$ cat src/rtl/prog_loader_pkg.sv
`default_nettype none
// ============================================================================
//  Module      : prog_loader_pkg
//  Description : Shared types and constants for the program loader.
//  Revision    : 1.0  initial release
// ============================================================================
package prog_loader_pkg;

    localparam int DEF_ADDR_W = 4;
    localparam int DEF_DATA_W = 8;

    typedef enum logic [2:0] {
        ST_IDLE   = 3'd0,
        ST_LOAD   = 3'd1,
        ST_VERIFY = 3'd2,
        ST_RUN    = 3'd3,
        ST_FAIL   = 3'd4
    } state_t;

    localparam logic [1:0] ERR_NONE = 2'b00;
    localparam logic [1:0] ERR_OVF  = 2'b01;
    localparam logic [1:0] ERR_SUM  = 2'b10;

endpackage
`default_nettype wire

$ cat src/rtl/prog_loader_if.sv
`default_nettype none
// ============================================================================
//  Module      : prog_loader_if
//  Description : Stream, RAM and CPU-control signals around the loader.
//  Revision    : 1.0  initial release
// ============================================================================
interface prog_loader_if #(
    parameter int ADDR_W = 4,
    parameter int DATA_W = 8
);
    logic              start;
    logic              s_valid;
    logic [DATA_W-1:0] s_data;
    logic              s_last;
    logic              s_ready;
    logic              ram_we;
    logic [ADDR_W-1:0] ram_waddr;
    logic [DATA_W-1:0] ram_wdata;
    logic [ADDR_W-1:0] ram_raddr;
    logic [DATA_W-1:0] ram_rdata;
    logic              cpu_reset;
    logic              busy;
    logic              done;
    logic              err;
    logic [1:0]        err_code;

    // Environment side: byte source, RAM read data, status consumer.
    modport master (
        output start, s_valid, s_data, s_last, ram_rdata,
        input  s_ready, ram_we, ram_waddr, ram_wdata, ram_raddr,
        input  cpu_reset, busy, done, err, err_code
    );

    // Loader side.
    modport slave (
        input  start, s_valid, s_data, s_last, ram_rdata,
        output s_ready, ram_we, ram_waddr, ram_wdata, ram_raddr,
        output cpu_reset, busy, done, err, err_code
    );
endinterface
`default_nettype wire

$ cat src/rtl/prog_loader_sum.sv
`default_nettype none
// ============================================================================
//  Module      : prog_sum
//  Description : Modular accumulator with synchronous clear and enable.
//  Revision    : 1.0  initial release
// ============================================================================
module prog_sum
    import prog_loader_pkg::*;
#(
    parameter int DATA_W = DEF_DATA_W
) (
    input  wire logic              clk,
    input  wire logic              reset,
    input  wire logic              clr_i,
    input  wire logic              en_i,
    input  wire logic [DATA_W-1:0] din_i,
    output logic      [DATA_W-1:0] sum_o
);

    logic [DATA_W-1:0] sum_q;

    always_ff @(posedge clk) begin
        if (reset || clr_i) begin
            sum_q <= '0;
        end else if (en_i) begin
            sum_q <= sum_q + din_i;
        end
    end

    assign sum_o = sum_q;

endmodule
`default_nettype wire

$ cat src/rtl/prog_loader.sv
`default_nettype none
// ============================================================================
//  Module      : prog_loader
//  Description : Streams an image into instruction RAM, verifies it by
//                readback checksum and then releases the CPU from reset.
//  Revision    : 1.0  initial release
// ============================================================================
module prog_loader
    import prog_loader_pkg::*;
#(
    parameter int ADDR_W = DEF_ADDR_W,
    parameter int DATA_W = DEF_DATA_W
) (
    input  wire logic   clk,
    input  wire logic   reset,
    prog_loader_if.slave bus
);

    localparam logic [ADDR_W-1:0] c_ptr_one = {{(ADDR_W-1){1'b0}}, 1'b1};
    localparam logic [ADDR_W:0]   c_len_one = {{ADDR_W{1'b0}}, 1'b1};

    state_t            state_q;
    logic [ADDR_W-1:0] wptr_q;
    logic [ADDR_W:0]   len_q;
    logic [ADDR_W:0]   rcnt_q;
    logic              ram_we_q;
    logic [ADDR_W-1:0] ram_waddr_q;
    logic [DATA_W-1:0] ram_wdata_q;
    logic [ADDR_W-1:0] ram_raddr_q;
    logic              cpu_reset_q;
    logic              busy_q;
    logic              done_q;
    logic              err_q;
    logic [1:0]        err_code_q;

    logic              w_accept;
    logic              w_start_load;
    logic              w_verify_start;
    logic              w_verify_en;
    logic [ADDR_W:0]   w_rcnt_nxt;
    logic [DATA_W-1:0] w_sum;
    logic [DATA_W-1:0] w_rsum;
    logic [DATA_W-1:0] w_rsum_fin;

    assign w_accept       = bus.s_valid && (state_q == ST_LOAD);
    assign w_start_load   = bus.start && ((state_q == ST_IDLE) || (state_q == ST_RUN) ||
                                          (state_q == ST_FAIL));
    assign w_verify_start = w_accept && bus.s_last;
    // Read data trails the address by one cycle, so the first VERIFY cycle has nothing to add.
    assign w_verify_en    = (state_q == ST_VERIFY) && (rcnt_q != '0);
    assign w_rcnt_nxt     = rcnt_q + c_len_one;
    assign w_rsum_fin     = w_rsum + bus.ram_rdata;

    prog_sum #(.DATA_W(DATA_W)) u_load_sum (
        .clk   (clk),
        .reset (reset),
        .clr_i (w_start_load),
        .en_i  (w_accept),
        .din_i (bus.s_data),
        .sum_o (w_sum)
    );

    prog_sum #(.DATA_W(DATA_W)) u_read_sum (
        .clk   (clk),
        .reset (reset),
        .clr_i (w_verify_start),
        .en_i  (w_verify_en),
        .din_i (bus.ram_rdata),
        .sum_o (w_rsum)
    );

    always_ff @(posedge clk) begin
        if (reset) begin
            state_q     <= ST_IDLE;
            wptr_q      <= '0;
            len_q       <= '0;
            rcnt_q      <= '0;
            ram_we_q    <= 1'b0;
            ram_waddr_q <= '0;
            ram_wdata_q <= '0;
            ram_raddr_q <= '0;
            cpu_reset_q <= 1'b0;
            busy_q      <= 1'b0;
            done_q      <= 1'b0;
            err_q       <= 1'b0;
            err_code_q  <= ERR_NONE;
        end else begin
            ram_we_q <= 1'b0;
            unique case (state_q)
                ST_IDLE, ST_RUN, ST_FAIL: begin
                    if (bus.start) begin
                        state_q     <= ST_LOAD;
                        wptr_q      <= '0;
                        ram_raddr_q <= '0;
                        cpu_reset_q <= 1'b0;
                        busy_q      <= 1'b1;
                        done_q      <= 1'b0;
                        err_q       <= 1'b0;
                        err_code_q  <= ERR_NONE;
                    end
                end
                ST_LOAD: begin
                    if (w_accept) begin
                        ram_we_q    <= 1'b1;
                        ram_waddr_q <= wptr_q;
                        ram_wdata_q <= bus.s_data;
                        wptr_q      <= wptr_q + c_ptr_one;
                        if (bus.s_last) begin
                            state_q     <= ST_VERIFY;
                            len_q       <= {1'b0, wptr_q} + c_len_one;
                            rcnt_q      <= '0;
                            ram_raddr_q <= '0;
                        end else if (wptr_q == '1) begin
                            state_q    <= ST_FAIL;
                            busy_q     <= 1'b0;
                            err_q      <= 1'b1;
                            err_code_q <= ERR_OVF;
                        end
                    end
                end
                ST_VERIFY: begin
                    // With len=1 the single read collides with the final write; the RAM
                    // must return the newly written word on a same-address collision.
                    rcnt_q      <= w_rcnt_nxt;
                    ram_raddr_q <= (w_rcnt_nxt < len_q) ? w_rcnt_nxt[ADDR_W-1:0] : '0;
                    if (rcnt_q == len_q) begin
                        busy_q      <= 1'b0;
                        ram_raddr_q <= '0;
                        if (w_rsum_fin == w_sum) begin
                            state_q     <= ST_RUN;
                            done_q      <= 1'b1;
                            cpu_reset_q <= 1'b1;
                        end else begin
                            state_q    <= ST_FAIL;
                            err_q      <= 1'b1;
                            err_code_q <= ERR_SUM;
                        end
                    end
                end
                default: state_q <= ST_IDLE;
            endcase
        end
    end

    assign bus.s_ready   = (state_q == ST_LOAD);
    assign bus.ram_we    = ram_we_q;
    assign bus.ram_waddr = ram_waddr_q;
    assign bus.ram_wdata = ram_wdata_q;
    assign bus.ram_raddr = ram_raddr_q;
    assign bus.cpu_reset = cpu_reset_q;
    assign bus.busy      = busy_q;
    assign bus.done      = done_q;
    assign bus.err       = err_q;
    assign bus.err_code  = err_code_q;

endmodule
`default_nettype wire

$ cat src/flat_wrapper.sv
// flat-port wrapper written by rule: the top's interface ports become plain ports
module prog_loader_flat import prog_loader_pkg::*;
#(
    parameter int ADDR_W = DEF_ADDR_W,
    parameter int DATA_W = DEF_DATA_W
)
  (clk, reset, bus_start, bus_s_valid, bus_s_data, bus_s_last, bus_ram_rdata, bus_s_ready, bus_ram_we, bus_ram_waddr, bus_ram_wdata, bus_ram_raddr, bus_cpu_reset, bus_busy, bus_done, bus_err, bus_err_code);
  prog_loader_if #(.ADDR_W(ADDR_W), .DATA_W(DATA_W)) bus_i ();
  input  wire logic clk;
  input  wire logic reset;
  input wire logic [$bits(bus_i.start)-1:0] bus_start;
  input wire logic [$bits(bus_i.s_valid)-1:0] bus_s_valid;
  input wire logic [$bits(bus_i.s_data)-1:0] bus_s_data;
  input wire logic [$bits(bus_i.s_last)-1:0] bus_s_last;
  input wire logic [$bits(bus_i.ram_rdata)-1:0] bus_ram_rdata;
  output wire logic [$bits(bus_i.s_ready)-1:0] bus_s_ready;
  output wire logic [$bits(bus_i.ram_we)-1:0] bus_ram_we;
  output wire logic [$bits(bus_i.ram_waddr)-1:0] bus_ram_waddr;
  output wire logic [$bits(bus_i.ram_wdata)-1:0] bus_ram_wdata;
  output wire logic [$bits(bus_i.ram_raddr)-1:0] bus_ram_raddr;
  output wire logic [$bits(bus_i.cpu_reset)-1:0] bus_cpu_reset;
  output wire logic [$bits(bus_i.busy)-1:0] bus_busy;
  output wire logic [$bits(bus_i.done)-1:0] bus_done;
  output wire logic [$bits(bus_i.err)-1:0] bus_err;
  output wire logic [$bits(bus_i.err_code)-1:0] bus_err_code;
  assign bus_i.start = bus_start;
  assign bus_i.s_valid = bus_s_valid;
  assign bus_i.s_data = bus_s_data;
  assign bus_i.s_last = bus_s_last;
  assign bus_i.ram_rdata = bus_ram_rdata;
  assign bus_s_ready = bus_i.s_ready;
  assign bus_ram_we = bus_i.ram_we;
  assign bus_ram_waddr = bus_i.ram_waddr;
  assign bus_ram_wdata = bus_i.ram_wdata;
  assign bus_ram_raddr = bus_i.ram_raddr;
  assign bus_cpu_reset = bus_i.cpu_reset;
  assign bus_busy = bus_i.busy;
  assign bus_done = bus_i.done;
  assign bus_err = bus_i.err;
  assign bus_err_code = bus_i.err_code;
  prog_loader #(.ADDR_W(ADDR_W), .DATA_W(DATA_W)) u_core (.clk(clk), .reset(reset), .bus(bus_i));
endmodule
$ cat config.mk
export PLATFORM = sky130hd
export DESIGN_NAME = prog_loader_flat
export DESIGN_NICKNAME = d
export VERILOG_FILES = /design/src/rtl/prog_loader_pkg.sv /design/src/rtl/prog_loader_if.sv /design/src/rtl/prog_loader_sum.sv /design/src/rtl/prog_loader.sv /design/src/flat_wrapper.sv
export SDC_FILE = /design/constraint.sdc
export NUM_CORES = 1
export LEC_CHECK = 0
export ABC_AREA = 0
export BUFFER_PORTS_ARGS = -buffer_cell sky130_fd_sc_hd__buf_2
export CAP_MARGIN = 5
export CORE_MARGIN = 2
export CORE_UTILIZATION = 52
export DETAILED_ROUTE_END_ITERATION = 10
export PLACE_DENSITY = 0.75
export SYNTH_ARGS = -nofsm -noshare
export SYNTH_HDL_FRONTEND = slang
export SYNTH_SLANG_ARGS = --single-unit
$ cat constraint.sdc
create_clock -name clk -period 4.4 [get_ports clk]
set_input_delay 0.88 -clock clk [delete_from_list [all_inputs] [get_ports clk]]
set_output_delay 0.88 -clock clk [all_outputs]
set_load 0.02 [all_outputs]
======== After elaboration in Yosys (flattened, before gate mapping) ========
Index checks and enable logic that the tools add are counted.
word-level totals
  bits of input ports ..................... 21
  logic and storage cells ................. 104
  output and inout bits ................... 24
  bits in registers ....................... 55
cells by class
  magnitude comparators ................... 1
  eq/ne operators ......................... 16
  reductions and logical operators ........ 25
  multiplexer cells ....................... 42
  bitwise logic cells ..................... 1
  $add $sub $neg .......................... 5
operators by type and width
  operator             number
  $mux 4               6
  $mux 3               6
  $add 8x8->8          2
  $mux 1               14
  $mux 2               6
  $ne 2x2->1 const B   6
  $pmux 4 s3           1
  $reduce_and 4->1     3
  $mux 5               2
  $pmux 5 s2           1
  $pmux 3 s3           1
  $reduce_and 3->1     3
  $eq 8x8->1           1
  $pmux 4 s2           1
  $reduce_and 7->1     1
  $eq 3x2->1 const B   2
  $pmux 1 s3           2
  $pmux 2 s3           1
  $reduce_and 6->1     1
  $reduce_bool 2->1    3
  $add 4x1->5 const B  1
  $add 5x1->5 const B  1
  $eq 5x5->1           1
  $lt 5x5->1           1
  other kinds (16)     23

======== Longest topological paths before layout ========
Gate-level depths: netlist of the first run.
  depth after elaboration ................. 5
  gate-level depth with buffers ........... 10
  gate-level depth less buffers ........... 10

======== By module ========
From an unflattened synthesis of the first run, not the netlist that was laid out.
second synthesis, totals
  cell total of the unflattened synthesis .. 409
  area, all modules ....................... 3458.3 um^2
modules (own cells, without submodules)
  module       sequential area each (um^2)  cells each  area each (um^2)  times used
  prog_loader  780.7                        279         2294.7            1
  prog_sum     160.2                        65          581.8             2

======== Worst setup path after synthesis of the first run ========
Ideal clock, no wire load.
  path type ............................... input-to-reg
  start point ............................. in bus_ram_rdata[0]
  end point ............................... reg u_core.state_q[2]
  library setup time ...................... 0.134 ns
  cell stages on the path ................. 9
  path buffers ............................ 0
  arrival time ............................ 2.587 ns
  path slack .............................. 1.680 ns
  path through ............................ ha_1 -> fa_1 -> xnor2_1 -> xnor2_1 -> a211oi_2 -> nand4_1 -> nor4_2 -> and3_4 -> o22ai_1
between the ends
  longest elaborated chain between the ends .. 5
RTL lines
  item                    line                text
  start: declaration      flat_wrapper.sv:15  input wire logic [$bits(bus_i.ram_rdata)-1:0] bus_ram_rdata;
  $add 8x8->8             prog_loader.sv:52   assign w_rsum_fin = w_rsum + bus.ram_rdata;
  $eq 8x8->1              prog_loader.sv:129  if (w_rsum_fin == w_sum) begin
  $mux 3                  prog_loader.sv:129
  $mux 3                  prog_loader.sv:126  if (rcnt_q == len_q) begin
  $pmux 3 s3              prog_loader.sv:89   unique case (state_q)
  end signal: assignment  prog_loader.sv:92   state_q <= ST_LOAD;
  end signal: assignment  prog_loader.sv:130  state_q <= ST_RUN;
  end signal: assignment  prog_loader.sv:134  state_q <= ST_FAIL;
  end: declaration        prog_loader.sv:22   state_t state_q;
No other way between the ends. The select of a mux whose other input is x is not followed.
A chain may end at the register's enable or synchronous reset.

======== Worst setup path in the final report of the first run ========
  start point ............................. in bus_ram_rdata[0]
  end point ............................... reg u_core.done_q, in the netlist u_core.bus.done
between the ends
  longest elaborated chain between the ends .. 4
RTL lines
  item                               line                text
  $add 8x8->8                        prog_loader.sv:52
  $eq 8x8->1                         prog_loader.sv:129
  $ne 2x2->1 (no source line)        -
  $reduce_and 4->1 (no source line)  -
  end signal: assignment             prog_loader.sv:84   done_q <= 1'b0;
  end signal: assignment             prog_loader.sv:97   done_q <= 1'b0;
  end signal: assignment             prog_loader.sv:131  done_q <= 1'b1;
  end: declaration                   prog_loader.sv:32   logic done_q;
No other way between the ends.

==> results of run 1 <==
[cell usage in the layout, fill, tap and decap left out, types with 2 or more instances in the layout]
cell type and count:
nor2_1 47, a32o_1 4, nand2b_1 8, inv_1 14, o22ai_1 7, o21ai_0 10
nand2_1 54, a211oi_1 6, fa_1 2, a21o_1 5, xor2_1 11, nor3_1 8
a22oi_1 4, nor3b_1 3, mux2i_1 6, nand3b_1 2, a32oi_1 4, nor2b_1 6
buf_2 44, clkbuf_8 6, and3_4 2, xnor2_1 15, dfxtp_1 55, or2_2 2
o21a_1 4, nand3_1 8, ha_1 22, a21oi_1 42, nor4_1 2, a221oi_2 3
nand4_1 5, or3_1 2, a21boi_2 2
[registers in the layout (all words and copies together) (netlist names)]
register / cells
u_core.bus.ram_we: 1
u_core.state_q: 3
u_core.len_q: 5
u_core.bus.ram_raddr: 4
u_core.u_read_sum.sum_o: 8
u_core.bus.err_code: 2
u_core.rcnt_q: 5
u_core.bus.done: 1
u_core.bus.busy: 1
u_core.bus.ram_waddr: 4
u_core.u_load_sum.sum_o: 8
u_core.bus.ram_wdata: 8
u_core.wptr_q: 4
u_core.bus.err: 1
[metrics by stage]
stage,hold WS [ns],worst slack [ns]
floorplan,0.459,1.68
global placement,0.439,1.46
finish,0.458,1.71
detailed placement,0.446,1.39
global route,0.484,1.45
CTS,0.461,1.72
[layout make-up]
class / instances / area [um^2] / area share
Timing Repair Buffer: 45 / 228 / 0.0619
Clock inverter: 2 / 38.8 / 0.0105
Inverter: 14 / 52.6 / 0.0143
Multi-Input combinational cell: 319 / 2080 / 0.565
Tap cell: 77 / 96.3 / 0.0262
Sequential cell: 55 / 1100 / 0.299
Clock buffer: 6 / 82.6 / 0.0224
[logic make-up (layout without fill, tap and decap cells)]
kind of cell             Yosys count  count (layout)  share of synthesized area
flip-flops                        55              55                      0.329
AO/OA/AOI/OAI                    105             105                      0.213
multiplexers                       6               6                     0.0179
AND/OR/NAND/NOR                  157             157                      0.223
XOR/XNOR                          27              27                     0.0729
adder cells (fa/ha/maj)           24              24                     0.0942
buffers and inverters             36              67                     0.0497
[critical path: cells and delay by family]
kind / cells / cell delay (ns)
AOI/OAI and AO/OA: 2 / 0.39
xor gates and xnor gates: 2 / 0.37
adders and majority gates: 2 / 0.65
buffers and inverters: 1 / 0.10
and+or+nand+nor: 3 / 0.54
[power by group through the flow]
stage	Sequential, mW	Combinational (mW)	Clock, mW
floorplan	0.534	0.106	0
global placement	0.531	0.143	0
detailed placement	0.532	0.146	0
CTS	0.521	0.148	0.373
global route	0.523	0.166	0.386
finish	0.521	0.147	0.362
[path summary, 6_finish.rpt]
kind                                   to  depth (start not counted)                  startpoint
setup / recovery          u_core.bus.done                         10            bus_ram_rdata[0]
hold / removal    u_core.bus.ram_waddr[0]                          2     u_core.bus.ram_waddr[0]
setup reg to reg          u_core.bus.done                          9  u_core.u_read_sum.sum_o[0]
hold reg to reg   u_core.bus.ram_waddr[0]                          2     u_core.bus.ram_waddr[0]
[per-layer routing]
layer	vias to the layer above	track usage	share of wire
li1	1502	-	-
met1	1395	0.299	0.47
met2	102	0.360	0.45
met3	10	0.0580	0.070
met4	0	0.0806	0.012
met5	-	0	0
==> reports/metrics.cfg, run 1 <==
[cells_and_area]
syn2layout_area_growth_pct = 9.90
stdcell_area_um2 = 3680
fill_cells = 569
fin_util = 0.586
fin_nets = 485
diodes = 0
stdcell_count = 518
drive_gt1_frac = 0.163

[global_routing]
grt_pass1_wl_um = 13500
antenna_found_initial = 0
grt_usage = 0.227
grt_pass1_vias = 2993
grt_max_degree = 40
grt-ovfl-total = 0

[timing]
finalSetupViolations = 0
fin_setup_tns_ns = 0
report.final.hold_viol_count = 0
maxSlewHeadroom = 0.499
timing.fmax_mhz = 372
finalCritPeriodShare = 0.611
skew_ns = 0.00372
worst_pin_slew_ns = 0.749
rsz0062_at_grt = false
drv_slew = 0
finalCriticalPeriod_ns = 2.69

[logic_synthesis]
synth_top_area_frac = 0.329
async_reset_ff_frac = 0
synth_cell_type_count = 59
synth_cells = 410
netlist.top_cell.by_area = dfxtp_1
synth-main-ff-cell = dfxtp_1
synth_warnings = 0
synth.most_common_cell = dfxtp_1
ys_ff_latch = 55
netlist_top_cells_area = dfxtp_1, ha_1, a21oi_1
synth.top_cells.by_count = dfxtp_1, nand2_1, nor2_1
synth.cell_area_um2 = 3350
ys_seq_area_frac = 0.329
synth-edff-count = 0
synthesis.nets = 455
syn_avg_cell_area_um2 = 8.17

[pwr]
p_leak_nw = 1.49
power_frac_comb = 0.143
p_sw_frac = 0.270
fin_total_pwr_mw = 1.03
peakVddDrop_uv = 160
power_switching_uw = 278
intPower_uw = 752
powerDensity_nw_per_um2 = 280
share_seq_of_total_power = 0.506
clock_power_share = 0.351

[detailed_routing]
antenna_left = 0
drt_pre_antenna_iters = 4
drc = 0
vias = 3009
avgViaCountPerCell = 5.81
wirelength_um = 7800
wire_per_inst_um = 15.1
dr.first_iter.drc_count = 226

[floorplanning]
die_w_um = 84.2
die_height_um = 84.2
core-area_um2 = 6280
io_pins = 45
die_area_um2 = 7100
start_util = 0.533
placementRows = 29

[clock_network]
post_cts_buffers = 0
clk_pin_slew_ns = 0.10
ctsResizeCount = 0
cts_tree = done
cts_sinks = 55
root_buffer = clkbuf_8
hold_buffers = 0
htree_levels = 2
clock_path_buffers = 2
cts_made_buffers = 5
clock_latency_ns = 0.31

[critical_path]
cpMostUsedCell = xnor2_1
crit_path_end_kind = register
reg2reg_slack_ns = 2.05
worstPathRequired_ns = 4.65
critical_path.cell_chain = buf_2 > ha_1 > fa_1 > xnor2_1 > xnor2_1 > a211oi_2 > nand4_1 > nor4_2 > nand3_1 > o21ai_1
slowest_delay_ns = 0.43
arrival_ns = 2.94
path_max_fanout = 4
setup.worst_path.start_class = input port
crit_slowest_cell = fa_1
criticalPathCategory = in -> reg

[placement]
place_area_um2 = 3560
place_congestion = 0.971
dp_hpwl_um = 5720
dp_cells = 510
io_buffers = 44

[status]
status = finished, final reports clean

[job]
maxCapViolCount = 0

[min_path]
worstHoldPathType = reg -> reg

No activity file was read; power rests on OpenSTA's default activity.
==> inputs of run 2 (changes only) <==
--- a/config.mk
+++ b/config.mk
@@ -5,13 +5,13 @@
 export SDC_FILE = /design/constraint.sdc
 export NUM_CORES = 1
 export LEC_CHECK = 0
-export ABC_AREA = 0
+export ABC_AREA = 1
 export BUFFER_PORTS_ARGS = -buffer_cell sky130_fd_sc_hd__buf_2
 export CAP_MARGIN = 5
 export CORE_MARGIN = 2
 export CORE_UTILIZATION = 52
 export DETAILED_ROUTE_END_ITERATION = 10
-export PLACE_DENSITY = 0.75
+export PLACE_DENSITY = 0.78
 export SYNTH_ARGS = -nofsm -noshare
 export SYNTH_HDL_FRONTEND = slang
 export SYNTH_SLANG_ARGS = --single-unit
==> constraint.sdc (replaced) <==
create_clock -name clk -period 2.31 [get_ports clk]
set_input_delay 0.462 -clock clk [delete_from_list [all_inputs] [get_ports clk]]
set_output_delay 0.462 -clock clk [all_outputs]
set_load 0.02 [all_outputs]
==> run 2 against run 1 <==
Compared with the run above:
- wire length shrank 5.4%
- first-iteration DRC count shrank 8.0%
- area after synthesis shrank 4.5%
- largest power group unchanged
- global-route usage grew 1.2 points
- hold slack lost 0.054 ns
==> reports/metrics.cfg, run 2 <==
[min_path]
hold_depth = 3
worstHoldPathType = in -> reg

[pwr]
fin_total_pwr_mw = 2.61
p_leak_nw = 1.75
powerDensity_nw_per_um2 = 719
peakVddDrop_uv = 348

[logic_synthesis]
netlist_top_cells_area = dfxtp_1, nand2_1, ha_1
synth-edff-count = 0
synth_cells = 446
synth.most_common_cell = nand2_1
syn_avg_cell_area_um2 = 7.17
ys_ff_latch = 55
netlist.top_cell.by_area = dfxtp_1
synth_cell_type_count = 32
synth_top_area_frac = 0.344
synth.top_cells.by_count = nand2_1, dfxtp_1, inv_1
async_reset_ff_frac = 0
synth.cell_area_um2 = 3200
ys_seq_area_frac = 0.344
synth_warnings = 0
synthesis.nets = 491
synth-main-ff-cell = dfxtp_1

[global_routing]
grt_usage = 0.239
grt-ovfl-total = 0
grt_max_degree = 25
antenna_found_initial = 0
grt_pass1_vias = 2872
grt_pass1_wl_um = 12700

[detailed_routing]
vias = 3045
wl_met2_um = 3400
wl_met3_um = 326
wire_per_inst_um = 12.9
avgViaCountPerCell = 5.33
routed.top_layer = met4
m1WireLength_um = 3540
antenna_left = 0
wirelength_um = 7380
drc = 0
dr.first_iter.drc_count = 208
drt_pre_antenna_iters = 4

[clock_network]
hold_buffers = 0
htree_levels = 2
cts_sinks = 55
root_buffer = clkbuf_8
ctsResizeCount = 0
cts_made_buffers = 5
clk_pin_slew_ns = 0.11
post_cts_buffers = 0
clock_latency_ns = 0.32
cts_tree = done
clock_path_buffers = 2

[floorplanning]
io_pins = 45
die_w_um = 82.4
die_height_um = 82.4
placementRows = 28
start_util = 0.540
core-area_um2 = 5920
die_area_um2 = 6790

[timing]
finalCriticalPeriod_ns = 2.15
finalSetupViolations = 0
report.final.hold_viol_count = 0
worst_pin_slew_ns = 0.393
timing.fmax_mhz = 466
maxSlewHeadroom = 0.736
skew_ns = 0.0121
worst_hold_slack_ns = 0.404
rsz0062_at_grt = false
finalCritPeriodShare = 0.930
drv_slew = 0

[placement]
place_area_um2 = 3530
place_congestion = 0.913
dp_hpwl_um = 5580
io_buffers = 44
dp_cells = 563

[cells_and_area]
mostFrequentLayoutCells = nand2_1, dfxtp_1, inv_1
diodes = 0
ff_latch_area_um2 = 1100
syn2layout_area_growth_pct = 13.5
stdcell_count = 571
drive_gt1_frac = 0.185
multiInputGateArea_um2 = 1820
stdcell_area_um2 = 3630
layout_commonest_cell = nand2_1
fill_cells = 539
fin_nets = 540

[critical_path]
worstPathRequired_ns = 2.57
crit_path_end_kind = register
setup.worst_path.start_class = register
arrival_ns = 2.41
path_max_fanout = 6
reg2reg_depth = 11
criticalPathCategory = reg -> reg

[status]
status = finished, final reports clean

[job]
maxCapViolCount = 0

## run 2: cell count changes in the layout (fill, tap and decap cells not counted), moves of 8 or more
cell,previous run,this run
buf_4,1,10
nand2_1,54,83
inv_2,0,9
o21ai_0,10,30
inv_1,14,52
xnor2_1,15,7
nand2b_1,8,0
nand3_1,8,26
## run 2: final timing paths
check | from | end | slack (ns)
min reg2reg | u_core.bus.ram_raddr[3] | u_core.bus.ram_raddr[3] | 0.47
max | u_core.u_read_sum.sum_o[0] | u_core.bus.err_code[0] | 0.16
max reg2reg | u_core.u_read_sum.sum_o[0] | u_core.bus.err_code[0] | 0.16
min | bus_s_data[5] | u_core.bus.ram_wdata[5] | 0.40
## run 2: worst max-delay path, stage by stage (launching register included)
cell	delay, ns
dfxtp_1	0.33
ha_2	0.18
fa_1	0.59
xnor2_1	0.13
nand2_1	0.08
nor2_2	0.12
nand3_2	0.10
nor2_4	0.12
nand4_4	0.12
nand2_2	0.12
nand2_1	0.07
a21oi_2	0.11
## run 2: final cells by class
| type | count | share of cell area |
|---|---|---|
| Multi-Input combinational cell | 318 | 0.501 |
| Sequential cell | 55 | 0.303 |
| Timing Repair Buffer | 54 | 0.0814 |
| Inverter | 61 | 0.0631 |
| Tap cell | 75 | 0.0259 |
| Clock buffer | 5 | 0.0190 |
| Clock inverter | 3 | 0.00655 |
## run 2: power breakdown
| part | internal [mW] | total [mW] | leakage, nW | switching [mW] |
|---|---|---|---|---|
| clock | 0.218 | 0.574 | 0.0408 | 0.356 |
| sequential | 1.05 | 1.13 | 0.446 | 0.0767 |
| combinational | 0.307 | 0.905 | 1.27 | 0.598 |
| total | 1.58 | 2.61 | 1.75 | 1.03 |
## run 2: logic make-up (layout without fill, tap and decap cells)
logic type / count (synthesis) / in the layout / synth area share
simple gates: 187 / 187 / 0.267
fa+ha+maj: 24 / 24 / 0.0986
xor+xnor: 14 / 14 / 0.0427
flops: 55 / 55 / 0.344
compound gates: 93 / 93 / 0.158
buf+inv: 73 / 123 / 0.0888
## run 2: stage by stage
step	TNS, ns	util	setup WS (ns)
2_1_floorplan	0	-	0.151
3_3_place_gp	-0.0309	0.596	-0.0155
3_5_place_dp	-0.290	0.596	-0.0890
4_1_cts	0	0.612	0.157
5_1_grt	0	0.613	0.00388
6_report	0	0.613	0.162
## run 2: metal layers
layer | up-vias | global-route usage
met2 | 84 | 0.390
li1 | 1564 | -
met3 | 12 | 0.0457
met4 | 0 | 0.0800
met5 | - | 0
met1 | 1385 | 0.316
